**src/rtl/uart_tx_switch.sv**
```systemverilog
// Hands the TXD pad between the CPU UART and the debug coprocessor UART.
// Ownership changes only while the line is idle, or when a pending request has waited too long.
module uart_tx_switch #(
    parameter int BAUD_PERIOD = 108,
    parameter int IDLE_BITS   = 2,
    parameter int WAIT_LIMIT  = 65536
) (
    input  logic clk,
    input  logic reset,
    input  logic sel_ocd1_cpu0,
    input  logic tx_cpu,
    input  logic tx_ocd,
    output logic TXD,
    output logic active_ocd1_cpu0,
    output logic switch_pending
);

    localparam int IDLE_CYCLES = BAUD_PERIOD * IDLE_BITS;
    localparam int IDLE_W      = $clog2(IDLE_CYCLES + 1);
    localparam int WAIT_W      = $clog2(WAIT_LIMIT + 1);

    localparam logic [IDLE_W-1:0] IDLE_MAX   = IDLE_W'(IDLE_CYCLES);
    localparam logic [WAIT_W-1:0] WAIT_MAX   = WAIT_W'(WAIT_LIMIT);
    localparam logic [WAIT_W-1:0] WAIT_FORCE = WAIT_W'(WAIT_LIMIT - 1);

    typedef enum logic [1:0] {
        OWN_CPU  = 2'd0,
        WAIT_OCD = 2'd1,
        OWN_OCD  = 2'd2,
        WAIT_CPU = 2'd3
    } state_t;

    state_t            r_state;
    logic [IDLE_W-1:0] r_idleCnt;
    logic [WAIT_W-1:0] r_waitCnt;
    logic              r_txd;
    logic              r_active;
    logic              r_pending;

    logic              w_ownerIsOcd;
    logic              w_ownerLine;
    logic              w_idleFull;
    logic              w_waitForce;
    logic [IDLE_W-1:0] w_idleNext;
    logic [WAIT_W-1:0] w_waitNext;

    assign w_ownerIsOcd = (r_state == OWN_OCD) || (r_state == WAIT_CPU);
    assign w_ownerLine  = w_ownerIsOcd ? tx_ocd : tx_cpu;
    assign w_idleFull   = (r_idleCnt == IDLE_MAX);
    assign w_waitForce  = (r_waitCnt == WAIT_FORCE);

    // Idle run length of the owner's line; any low bit restarts the measurement.
    assign w_idleNext = !w_ownerLine ? '0 :
                        (w_idleFull ? r_idleCnt : r_idleCnt + 1'b1);
    assign w_waitNext = (r_waitCnt == WAIT_MAX) ? r_waitCnt : r_waitCnt + 1'b1;

    // TXD is sampled from the owner as selected before the edge, so a new owner's
    // first bit reaches the pad exactly one cycle after the state changes.
    always_ff @(posedge clk or posedge reset) begin
        if (reset) begin
            r_state   <= OWN_CPU;
            r_idleCnt <= '0;
            r_waitCnt <= '0;
            r_txd     <= 1'b1;
            r_active  <= 1'b0;
            r_pending <= 1'b0;
        end else begin
            r_txd     <= w_ownerLine;
            r_idleCnt <= w_idleNext;
            case (r_state)
                OWN_CPU: begin
                    if (sel_ocd1_cpu0) begin
                        r_state   <= WAIT_OCD;
                        r_pending <= 1'b1;
                        r_waitCnt <= '0;
                    end
                end
                WAIT_OCD: begin
                    if (!sel_ocd1_cpu0) begin
                        r_state   <= OWN_CPU;
                        r_pending <= 1'b0;
                    end else if ((w_idleFull && tx_ocd) || w_waitForce) begin
                        r_state   <= OWN_OCD;
                        r_active  <= 1'b1;
                        r_pending <= 1'b0;
                        r_idleCnt <= '0;
                    end else begin
                        r_waitCnt <= w_waitNext;
                    end
                end
                OWN_OCD: begin
                    if (!sel_ocd1_cpu0) begin
                        r_state   <= WAIT_CPU;
                        r_pending <= 1'b1;
                        r_waitCnt <= '0;
                    end
                end
                WAIT_CPU: begin
                    if (sel_ocd1_cpu0) begin
                        r_state   <= OWN_OCD;
                        r_pending <= 1'b0;
                    end else if ((w_idleFull && tx_cpu) || w_waitForce) begin
                        r_state   <= OWN_CPU;
                        r_active  <= 1'b0;
                        r_pending <= 1'b0;
                        r_idleCnt <= '0;
                    end else begin
                        r_waitCnt <= w_waitNext;
                    end
                end
                default: begin
                    r_state   <= OWN_CPU;
                    r_active  <= 1'b0;
                    r_pending <= 1'b0;
                end
            endcase
        end
    end

    assign TXD              = r_txd;
    assign active_ocd1_cpu0 = r_active;
    assign switch_pending   = r_pending;

endmodule

```
**config.mk**
```make
export PLATFORM = sky130hd
export DESIGN_NAME = uart_tx_switch
export DESIGN_NICKNAME = d
export VERILOG_FILES = /design/src/rtl/uart_tx_switch.sv
export SDC_FILE = /design/constraint.sdc
export NUM_CORES = 1
export LEC_CHECK = 0
export ABC_CLOCK_PERIOD_IN_PS = 3470
export CORE_MARGIN = 2
export CORE_UTILIZATION = 60
export CTS_CLUSTER_SIZE = 16
export DETAILED_ROUTE_END_ITERATION = 16
export PLACE_DENSITY = 0.82
export SYNTH_ARGS = -nofsm -noshare
export SYNTH_HDL_FRONTEND = slang
export SYNTH_SLANG_ARGS = --single-unit
```
**constraint.sdc**
```tcl
create_clock -name clk -period 3.47 [get_ports clk]
set_clock_uncertainty 0.2 [all_clocks]
set_input_delay 1.041 -clock clk [delete_from_list [all_inputs] [get_ports clk]]
set_output_delay 1.041 -clock clk [all_outputs]
set_load 0.01 [all_outputs]
```
# Word level (Yosys, flattened, before mapping)

Cells that the tools add are included.

Register bits: 30
Word-level logic and storage cells: 68

Add/sub/neg operators: 2
Equality and inequality tests: 16
Muxes and demuxes: 34
Reductions and logical operators: 10

Operators by type and width:

| cell                                                  | number |
|---|---|
| two-way mux 17 bit                                    | 7 |
| one-hot mux 17 bit (4 select lines)                   | 1 |
| two-way mux 8 bit                                     | 6 |
| adder 17 x 1 -> 17 bit, second input constant         | 1 |
| equality test 17 x 16 -> 1 bit, second input constant | 1 |
| equality test 17 bit, second input constant           | 1 |
| one-hot mux 8 bit (2 select lines)                    | 1 |
| inequality test 2 bit, second input constant          | 7 |
| two-way mux 2 bit                                     | 6 |
| two-way mux 1 bit                                     | 10 |
| adder 8 x 1 -> 8 bit, second input constant           | 1 |
| equality test 8 bit, second input constant            | 1 |
| one-hot mux 2 bit (4 select lines)                    | 1 |
| AND reduction 6 bit                                   | 1 |
| AND reduction 5 bit                                   | 1 |
| equality test 2 bit, second input constant            | 2 |
| one-hot mux 1 bit (4 select lines)                    | 1 |
| AND reduction 4 bit                                   | 1 |
| logical OR 1 bit                                      | 3 |
| inequality test 3 x 2 -> 1 bit, second input constant | 1 |
| inequality test 3 bit, second input constant          | 1 |
| equality test 2 x 1 -> 1 bit, second input constant   | 1 |
| logical AND 1 bit                                     | 2 |
| zero test 2 bit                                       | 1 |
| 3 further kinds                                       | 3 |

# Depth between registers and ports, before layout

Gate-level depths: netlist (run 1).

Word-level depth: 7
Mapped depth: 12

# Least setup slack after synthesis (run 1)

No wires, ideal clock.

Path kind: register to register
Start: register r_waitCnt[7]
End: register r_waitCnt[13]
Data arrival time: 2.468 ns
Data required time: 3.166 ns
Slack: 0.698 ns
Cell stages (with the launch flop): 13
Path buffers: 3
Clock period less this slack: 2.772 ns
Cell sequence: dfrtp_1 > clkbuf_2 > and4_1 > clkbuf_1 > and3_1 > and4_1 > ha_1 > nand2_1 > a21oi_1 > o21bai_4 > or3_1 > buf_2 > o41ai_2

Cells in the longest elaborated chain, start to end: 5

RTL lines:

| item                                                           | line    | text |
|---|---|---|
| start: declaration                                             | 35      | `logic [WAIT_W-1:0] r_waitCnt;` |
| start signal: assignment                                       | 88      | `r_waitCnt <= w_waitNext;` |
| start signal: assignment                                       | 108     | `r_waitCnt <= w_waitNext;` |
| adder 17 x 1 -> 17 bit or equality test 17 bit (tied branches) | 55      | `assign w_waitNext = (r_waitCnt == WAIT_MAX) ? r_waitCnt : r_waitCnt + 1'b1;` |
| two-way mux 17 bit                                             | 55      |  |
| two-way mux 17 bit, on equally long branches                   | 102, 82 |  |
| two-way mux 17 bit, on equally long branches                   | 99, 79  |  |
| one-hot mux 17 bit (4 select lines)                            | 70      | `case (r_state)` |

Several ways; a longest one is shown, not always the timed one. The select of a mux whose other input is x is not followed.
A chain may end at the register's enable or synchronous reset.

# Final worst setup path (run 1)

Start: register r_waitCnt[7]
End: register r_waitCnt[12]

Same word-level chain as after synthesis.

==> results of run 1 <==
## final cells by class
cell class / count / area [sq um] / share of cell area [%]
Multi-Input combinational cell: 158 / 1091 / 51.87
Clock buffer: 6 / 51.30 / 2.439
Tap cell: 44 / 55.05 / 2.617
Timing Repair Buffer: 10 / 92.59 / 4.402
Clock inverter: 2 / 12.51 / 0.5949
Sequential cell: 30 / 752.0 / 35.75
Inverter: 13 / 48.80 / 2.320
## logic make-up (layout without fill, tap and decap cells)
| family | Yosys count | after routing | share of synthesized area [%] |
|---|---|---|---|
| AOI/OAI and AO/OA | 49 | 49 | 19.13 |
| xor gates and xnor gates | 7 | 7 | 3.135 |
| adders and majority gates | 5 | 5 | 3.199 |
| buffers and inverters | 25 | 31 | 5.758 |
| DFF | 30 | 30 | 38.45 |
| muxes | 6 | 6 | 3.135 |
| and+or+nand+nor | 91 | 91 | 27.19 |
## state kept, by name (all words and copies together), names as in the netlist, named ones only
name and flops:
switch_pending 1, r_waitCnt 17, r_idleCnt 8, TXD 1, r_state 1, active_ocd1_cpu0 1
## worst max path at each step
stage | cells after the start | to | slack (ps) | startpoint
after floorplan | 12 | r_waitCnt[13]$_DFFE_PP0P_ | 700 | r_waitCnt[7]$_DFFE_PP0P_
after global placement | 6 | r_waitCnt[13]$_DFFE_PP0P_ | 330 | sel_ocd1_cpu0
after detailed placement | 6 | r_waitCnt[13]$_DFFE_PP0P_ | 200 | sel_ocd1_cpu0
after CTS | 9 | r_waitCnt[12]$_DFFE_PP0P_ | 360 | r_waitCnt[7]$_DFFE_PP0P_
after global routing | 9 | r_waitCnt[9]$_DFFE_PP0P_ | 120 | r_waitCnt[7]$_DFFE_PP0P_
final | 9 | r_waitCnt[12]$_DFFE_PP0P_ | 350 | r_waitCnt[7]$_DFFE_PP0P_
## cell usage after synthesis, types with 4 or more instances
master	n
ha_1	5
nand2_1	17
and3_1	6
nand3_1	16
dfrtp_1	29
clkbuf_1	7
xor2_1	4
inv_1	13
mux2i_1	5
a31oi_1	5
o21ai_0	7
nor2_1	14
nand2b_1	6
o31ai_1	12
nand4_1	4
## critical path, stage by stage, from the launching register on
cell and delay [ps]:
dfrtp_1 490, and4_1 300, and3_1 240, and4_1 230
ha_1 220, and3_1 230, nor4_2 520, a41oi_1 210
o31ai_1 260, o31ai_1 110
## cells in the final DEF (no fill, tap or decap), drive strengths merged, types with 5 or more instances in the layout
cell type | netlist | routed
mux2i | 5 | 5
nand2b | 6 | 6
dfrtp | 29 | 29
clkbuf | 8 | 6
ha | 5 | 5
o21ai | 9 | 9
o31ai | 12 | 12
inv | 13 | 13
clkdlybuf4s50 | 0 | 7
nand3 | 16 | 16
nor2 | 15 | 15
and3 | 7 | 7
nand2 | 17 | 17
a31oi | 5 | 5
## layer usage
| layer | vias up | wire (microns) |
|---|---|---|
| met5 | - | 0 |
| met4 | 0 | 71 |
| met3 | 10 | 192 |
| met2 | 53 | 2156 |
| met1 | 829 | 1886 |
| li1 | 799 | - |
## power breakdown
| part | internal, mW | switching (mW) |
|---|---|---|
| combinational | 0.0533 | 0.0633 |
| clock | 0.0973 | 0.130 |
| sequential | 0.375 | 0.0469 |
| total | 0.525 | 0.240 |
## through the flow
step | hold WS, ps | instance area [sq um] | worst slack, ps | power (mW)
2_1_floorplan | 265.8 | 1956 | 698.5 | 0.5067
3_3_place_gp | 305.6 | 2039 | 326.9 | 0.5358
3_5_place_dp | 315.5 | 2039 | 203.5 | 0.5432
4_1_cts | 328.8 | 2103 | 363.6 | 0.7709
5_1_grt | 359.5 | 2103 | 124.7 | 0.8097
6_report | 331.1 | 2103 | 345.7 | 0.7657
==> results.sh, run 1 <==
export IMPL_top_usage_layer="met2"
export IMPL_numCtsBuffers=5
export IMPL_via_per_inst=6.430
export IMPL_min_period_ps=3124
export IMPL_num_antenna_cells=0
export IMPL_fin_crit_sh_pct=90.04
export IMPL_use_met1_pct=35.80
export IMPL_maxSlewHeadroom_pct=51.52
export IMPL_gp_congestion=0.8956
export IMPL_r2r_start="r_waitCnt[7]$_DFFE_PP0P_"
export IMPL_outcome="finished, final reports clean"
export IMPL_ys_top_cells_by_area="dfrtp_1, o31ai_1, nand3_1"
export IMPL_hold_depth=1
export IMPL_synth_top_area_share_pct=37.11
export IMPL_die_height_microns=61.09
export IMPL_layout_drive_gt1_share_pct=11.42
export IMPL_yosysWarnings=0
export IMPL_htree_levels=2
export IMPL_dieArea_sq_um=3732
export IMPL_clkLatencyLatePin_ps=340
export IMPL_cp_arrival_ps=3150
export IMPL_finalSetupTns_ps=0
export IMPL_wirelength_microns=4307
export IMPL_p_leak_nw=0.8982
export IMPL_finish_utilization_pct=68.33
export IMPL_path_class="reg -> reg"
export IMPL_post_synth_cell_area_avg_sq_um=9.181
export IMPL_p_per_area_nw_per_um2=364.1
export IMPL_post_cts_buffers=0
export IMPL_fin_cells=263
export IMPL_yosys_cell_types_count=58
export IMPL_fmax_mhz=320.1
export IMPL_clock_root_buffer="clkbuf_4"
export IMPL_pin_count=8
export IMPL_vias=1691
export IMPL_fill_cells=261
export IMPL_ir_worst_vdd_uv=277.9
export IMPL_syn_nets=223
export IMPL_grt_pass1_vias=1581
export IMPL_met3_usage_pct=5.882
export IMPL_start_util_pct=63.54
export IMPL_synthFlopType="dfrtp_1"
export IMPL_synth_edff_count=0
export IMPL_yosysTopAreaCell="dfrtp_1"
export IMPL_rsz0062_at_grt="false"
export IMPL_rows=20
export IMPL_holdPathEnd="r_waitCnt[10]$_DFFE_PP0P_"
export IMPL_grt_pass1_wl_microns=7307
export IMPL_slew_viol_final=0
export IMPL_core_area_sq_um=3078
export IMPL_critPathLaunchType="flop"
export IMPL_rr_endpoint="r_waitCnt[12]$_DFFE_PP0P_"
export IMPL_synth_seq_cells=30
export IMPL_endpoint_kind="flop"
export IMPL_drc=0
export IMPL_setup_viol=0
export IMPL_ant_nets=0
export IMPL_first_pass_iters=4
export IMPL_postCtsHoldBufs=0
export IMPL_grt_max_degree=31
export IMPL_synth_area_sq_um=1956
export IMPL_maxCapViolCount=0
export IMPL_hold_path_class="reg -> reg"
export IMPL_timing_reg2reg_worst_path_depth=9
export IMPL_ff2ff_setup_slack_ps=350
export IMPL_areaGrowthSynthToFinish_pct=7.550
export IMPL_synth_async_sr_flop_share_pct=100.0
export IMPL_fin_nets=228
export IMPL_hp_start="r_waitCnt[10]$_DFFE_PP0P_"
export IMPL_antenna_found_initial=0
export IMPL_drtIter0Drc=160
export IMPL_grtUsageMet2_pct=42.10
export IMPL_grt_usage_pct=26.88
export IMPL_hold_violations=0
export IMPL_dp_hpwl_microns=3060
export IMPL_cts_resized=0
export IMPL_cts_sinks=30
export IMPL_worst_pin_slew_ps=727.3
export IMPL_die_x_microns=61.09
export IMPL_dp_cells=255
export IMPL_path_clk_slew_ps=110
export IMPL_gr_total_overflow=0
export IMPL_cts_tree="built"
export IMPL_yosysSeqAreaShare_pct=38.45
export IMPL_clockBufferDepth=2
export IMPL_syn_inst=213
export IMPL_path_max_fanout=9
export IMPL_io_buffers=7
export IMPL_wl_per_cell_microns=16.38
export IMPL_cp_required_ps=3500
Note: power is estimated with default switching activity, not from simulation.
==> run 2: changes to the inputs <==
==> constraint.sdc (replaced) <==
create_clock -name clk -period 3.47 [get_ports clk]
set_clock_uncertainty 0.2 [all_clocks]
set_input_delay 0.5205 -clock clk [delete_from_list [all_inputs] [get_ports clk]]
set_output_delay 0.5205 -clock clk [all_outputs]
set_load 0.01 [all_outputs]
==> run 2 against run 1 <==
Worst setup slack improved by 110 ps. Via count barely moved. Cell area did not move. Combinational power about the same. Sequential cell count did not move. First-iteration DRC count fell by 26%. Die area unchanged. Clock power is 22% higher. Clock-buffer cell count did not move. Largest power group unchanged. Utilization is the same.
==> results.sh, run 2 (synthesized netlist as in run 1, its figures left out) <==
export IMPL_outcome="finished, final reports clean"
export IMPL_whs_ps=335.1
export IMPL_crit_start="r_waitCnt[7]$_DFFE_PP0P_"
export IMPL_maxCapViolCount=0
export IMPL_p_per_area_nw_per_um2=388.3
export IMPL_clockBufferDepth=2
export IMPL_grt_max_degree=31
export IMPL_drc=0
export IMPL_finalSetupTns_ps=0
export IMPL_areaGrowthSynthToFinish_pct=7.550
export IMPL_reg_largest_list="r_waitCnt x17, r_idleCnt x8"
export IMPL_grt_pass1_wl_microns=7265
export IMPL_die_height_microns=61.09
export IMPL_wl_per_cell_microns=16.55
export IMPL_layout_drive_gt1_share_pct=10.14
export IMPL_fmax_mhz=331.4
export IMPL_endpoint_kind="flop"
export IMPL_cp_required_ps=3470
export IMPL_p_leak_nw=0.8922
export IMPL_crit_end="r_waitCnt[12]$_DFFE_PP0P_"
export IMPL_path_class="reg -> reg"
export IMPL_htree_levels=2
export IMPL_final_common_cell="dfrtp_1"
export IMPL_grt_pass1_vias=1662
export IMPL_post_cts_buffers=0
export IMPL_timing_reg2reg_worst_path_depth=9
export IMPL_first_pass_iters=4
export IMPL_dp_hpwl_microns=3114
export IMPL_core_area_sq_um=3078
export IMPL_post_dp_cell_area_sq_um=2024
export IMPL_min_period_ps=3017
export IMPL_gr_total_overflow=0
export IMPL_worst_pin_slew_ps=743.1
export IMPL_hp_start="r_waitCnt[13]$_DFFE_PP0P_"
export IMPL_rr_endpoint="r_waitCnt[12]$_DFFE_PP0P_"
export IMPL_clock_root_buffer="clkbuf_4"
export IMPL_die_x_microns=61.09
export IMPL_slew_viol_final=0
export IMPL_mostFrequentLayoutCells="dfrtp_1, nand2_1, nand3_1, nor2_1, inv_1"
export IMPL_cts_resized=0
export IMPL_dieArea_sq_um=3732
export IMPL_path_max_fanout=9
export IMPL_critPathLaunchType="flop"
export IMPL_largest_register_ffs=17
export IMPL_ir_worst_vdd_uv=275.5
export IMPL_rows=20
export IMPL_vias=1690
export IMPL_path_clk_slew_ps=90
export IMPL_antenna_found_initial=0
export IMPL_fin_crit_sh_pct=86.96
export IMPL_hold_violations=0
export IMPL_largest_register="r_waitCnt"
export IMPL_cts_tree="built"
export IMPL_numCtsBuffers=5
export IMPL_pre_cts_slack_ps=518.7
export IMPL_rsz0062_at_grt="false"
export IMPL_wirelength_microns=4319
export IMPL_io_buffers=7
export IMPL_cp_arrival_ps=3020
export IMPL_via_per_inst=6.475
export IMPL_num_antenna_cells=0
export IMPL_fin_area_sq_um=2103
export IMPL_cts_sinks=30
export IMPL_clkLatencyLatePin_ps=330
export IMPL_ant_nets=0
export IMPL_hold_path_class="reg -> reg"
export IMPL_fin_nets=226
export IMPL_grt_usage_pct=26.43
export IMPL_gp_congestion=0.8888
export IMPL_start_util_pct=63.54
export IMPL_ff2ff_setup_slack_ps=450
export IMPL_postCtsHoldBufs=0
export IMPL_fin_ws_ps=452.5
export IMPL_setup_viol=0
export IMPL_r2r_start="r_waitCnt[7]$_DFFE_PP0P_"
export IMPL_maxSlewHeadroom_pct=50.46
export IMPL_drtIter0Drc=118
export IMPL_pin_count=8
run 2: cell count changes in the layout (fill, tap and decap cells not counted), sizes merged:
cell / previous run / this run
buf: 3 / 1
clkinv: 1 / 0
bufinv: 0 / 1
run 2: critical path: stages (launching register included):
cell and delay, ps:
dfrtp_1 470, and4_1 270, and3_1 240, and4_1 230, ha_1 210, and3_1 220
nor4_2 460, a41oi_1 200, o31ai_1 270, o31ai_1 120
run 2: final cells by class:
class	instances	area [sq um]
clock buffers	6	41.29
multi-input cells	158	1091
flip-flops and latches	30	752.0
clock inverters	2	37.54
repair buffers	8	77.57
well taps	44	55.05
inverters	13	48.80
fillers	255	974.7
run 2: per-stage QoR:
stage	std cells	util [%]	total power, mW
after global routing	261	68.33	0.8560
after detailed placement	253	65.77	0.5450
after global placement	253	65.77	0.5356
after floorplan	213	-	0.5067
final	261	68.33	0.8168
after CTS	261	68.33	0.8203
run 2: power breakdown:
part	leakage (nW)	switching, mW	total, mW	internal (mW)
Combinational	0.456	0.0639	0.117	0.0529
Clock	0.0385	0.126	0.278	0.152
Sequential	0.397	0.0475	0.422	0.375
run 2: worst min-delay path by stage:
stage | end | cells past startpoint
floorplan | r_waitCnt[15]$_DFFE_PP0P_ | 1
global placement | r_waitCnt[10]$_DFFE_PP0P_ | 1
detailed placement | r_waitCnt[13]$_DFFE_PP0P_ | 1
CTS | r_waitCnt[13]$_DFFE_PP0P_ | 1
global route | r_waitCnt[13]$_DFFE_PP0P_ | 1
finish | r_waitCnt[13]$_DFFE_PP0P_ | 1
run 2: metal layers:
layer,part of all wire (%),wire length (microns),vias up,global-route usage [%]
met5,0,0,-,0
met4,2.0,85,0,10.87
met3,3.9,170,10,6.303
met2,51,2202,41,44.68
met1,43,1861,846,32.35
li1,-,-,793,-
==> run 3: changes to the inputs <==
--- a/config.mk
+++ b/config.mk
@@ -6,11 +6,13 @@
 export NUM_CORES = 1
 export LEC_CHECK = 0
 export ABC_CLOCK_PERIOD_IN_PS = 3470
+export CORE_ASPECT_RATIO = 1.4
 export CORE_MARGIN = 2
 export CORE_UTILIZATION = 60
 export CTS_CLUSTER_SIZE = 16
 export DETAILED_ROUTE_END_ITERATION = 16
 export PLACE_DENSITY = 0.82
+export SKIP_CTS_REPAIR_TIMING = 1
 export SYNTH_ARGS = -nofsm -noshare
 export SYNTH_HDL_FRONTEND = slang
 export SYNTH_SLANG_ARGS = --single-unit
==> run 3 against run 2 <==
Hold slack worse by 7.5 ps. Global-route usage rose by 0.11 points. Combinational power barely moved. First-iteration DRC count down 28%. Largest cell class unchanged. Largest power group unchanged. Highest routed layer unchanged.
==> results.sh, run 3 (synthesized netlist as in run 1, its figures left out) <==
export IMPL_first_pass_iters=4
export IMPL_areaGrowthSynthToFinish_pct=8.637
export IMPL_cp_required_ps=3430
export IMPL_wirelength_microns=4355
export IMPL_gr_total_overflow=0
export IMPL_crit_start="r_waitCnt[8]$_DFFE_PP0P_"
export IMPL_outcome="finished, final reports clean"
export IMPL_setup_viol=0
export IMPL_combPwrFrac_pct=13.3
export IMPL_path_clk_slew_ps=60
export IMPL_grt_pass1_vias=1668
export IMPL_grt_max_degree=31
export IMPL_antenna_found_initial=0
export IMPL_start_util_pct=62.62
export IMPL_rsz0062_at_grt="false"
export IMPL_finalSetupTns_ps=0
export IMPL_clkLatencyLatePin_ps=290
export IMPL_maxCapViolCount=0
export IMPL_worst_pin_slew_ps=751.2
export IMPL_core_area_sq_um=3123
export IMPL_vias=1684
export IMPL_met3_usage_pct=6.458
export IMPL_ir_worst_vdd_uv=389.3
export IMPL_hp_start="r_waitCnt[15]$_DFFE_PP0P_"
export IMPL_use_met1_pct=29.26
export IMPL_min_period_ps=3034
export IMPL_ant_nets=0
export IMPL_r2r_start="r_waitCnt[8]$_DFFE_PP0P_"
export IMPL_switching_power_mw=0.2453
export IMPL_hold_violations=0
export IMPL_htree_levels=2
export IMPL_clockBufferDepth=2
export IMPL_clock_root_buffer="clkbuf_8"
export IMPL_mostFrequentLayoutCells="dfrtp_1, nand2_1, nand3_1, nor2_1, inv_1"
export IMPL_critical_path_slowest_cell="nor4_2"
export IMPL_fmax_mhz=329.6
export IMPL_via_per_inst=6.578
export IMPL_grt_usage_pct=26.54
export IMPL_dieArea_sq_um=3738
export IMPL_num_antenna_cells=0
export IMPL_grt_pass1_wl_microns=7355
export IMPL_path_max_fanout=8
export IMPL_die_x_microns=52.25
export IMPL_pwr_share_seq_pct=47.6
export IMPL_die_height_microns=71.55
export IMPL_rows=24
export IMPL_cp_cell_sequence="and4_1, and3_1, and4_1, ha_1, and3_1, nor4_2, a41oi_1, o31ai_1, o31ai_1"
export IMPL_worst_path_largest_cell_delay_ps=550
export IMPL_reg_largest_list="r_waitCnt x17, r_idleCnt x8"
export IMPL_wl_per_cell_microns=17.01
export IMPL_largest_register="r_waitCnt"
export IMPL_whs_ps=327.6
export IMPL_swShare_pct=27.62
export IMPL_cts_tree="built"
export IMPL_maxSlewHeadroom_pct=49.92
export IMPL_drtIter0Drc=85
export IMPL_numCtsBuffers=5
export IMPL_fin_crit_sh_pct=87.43
export IMPL_drc=0
export IMPL_largest_register_ffs=17
export IMPL_p_leak_nw=0.9062
export IMPL_fin_nets=226
export IMPL_io_buffers=7
export IMPL_path_class="reg -> reg"
export IMPL_slew_viol_final=0
export IMPL_p_int_mw=0.6429
export IMPL_top_usage_layer="met2"
export IMPL_finish_utilization_pct=68.03
export IMPL_hold_path_class="reg -> reg"
export IMPL_endpoint_kind="flop"
export IMPL_cp_arrival_ps=3000
export IMPL_pwr_share_clk_pct=39.0
export IMPL_critPathLaunchType="flop"
export IMPL_layout_drive_gt1_share_pct=9.677
export IMPL_cts_sinks=30
export IMPL_final_common_cell="dfrtp_1"
export IMPL_dp_hpwl_microns=3120
export IMPL_power_mw=0.8883
export IMPL_gp_congestion=0.8751
export IMPL_grtUsageMet2_pct=45.71
export IMPL_pin_count=8
export IMPL_p_per_area_nw_per_um2=418.1
==> run 3: cell types whose count changed in the layout (fill, tap and decap cells not counted) <==
cell	before	now
clkbuf_4	5	0
clkbuf_8	0	5
clkinvlp_4	1	0
clkbuf_1	1	2
==> run 3: final timing paths <==
path                                             endpoint  slack [ps]  cells after the start
worst max-delay path            r_waitCnt[12]$_DFFE_PP0P_         440                      9
worst min-delay path            r_waitCnt[15]$_DFFE_PP0P_         330                      1
worst max register to register  r_waitCnt[12]$_DFFE_PP0P_         440                      9
worst min register to register  r_waitCnt[15]$_DFFE_PP0P_         330                      1
max in group asynchronous                   TXD$_DFF_PP1_        2350                      3
min in group asynchronous          r_idleCnt[5]$_DFF_PP0_         400                      3
==> run 3: power groups by stage <==
stage | clock network [mW] | registers [mW] | logic [mW]
after floorplan | 0 | 0.406 | 0.101
after global placement | 0 | 0.427 | 0.111
after detailed placement | 0 | 0.428 | 0.117
after CTS | 0.354 | 0.422 | 0.118
after global routing | 0.366 | 0.427 | 0.131
final | 0.347 | 0.423 | 0.118
==> run 3: area by class of cell <==
class | count | area [sq um]
clock buffers | 7 | 76.32
clock inverters | 1 | 30.03
fillers | 252 | 998.5
inverters | 13 | 48.80
multi-input cells | 158 | 1091
flip-flops and latches | 30 | 752.0
well taps | 39 | 48.80
repair buffers | 8 | 77.57
==> run 3: metal layers <==
metal | wire length (microns) | vias to the layer above
met4 | 153 | 0
met5 | 0 | -
met3 | 208 | 15
met2 | 2312 | 60
li1 | - | 794
met1 | 1680 | 815
==> run 3: through the flow <==
stage	area (sq um)	setup WS [ps]	std cells
final	2125	436.1	256
after global routing	2125	300.5	256
after detailed placement	2018	520.4	248
after floorplan	1956	698.5	213
after global placement	2018	652.1	248
after CTS	2125	490.1	256
==> run 3: critical path: cells and delay by family (launching register included) <==
family | cells | cell delay, ps
simple gates | 5 | 1520
flops | 1 | 450
compound gates | 3 | 530
fa+ha+maj | 1 | 210
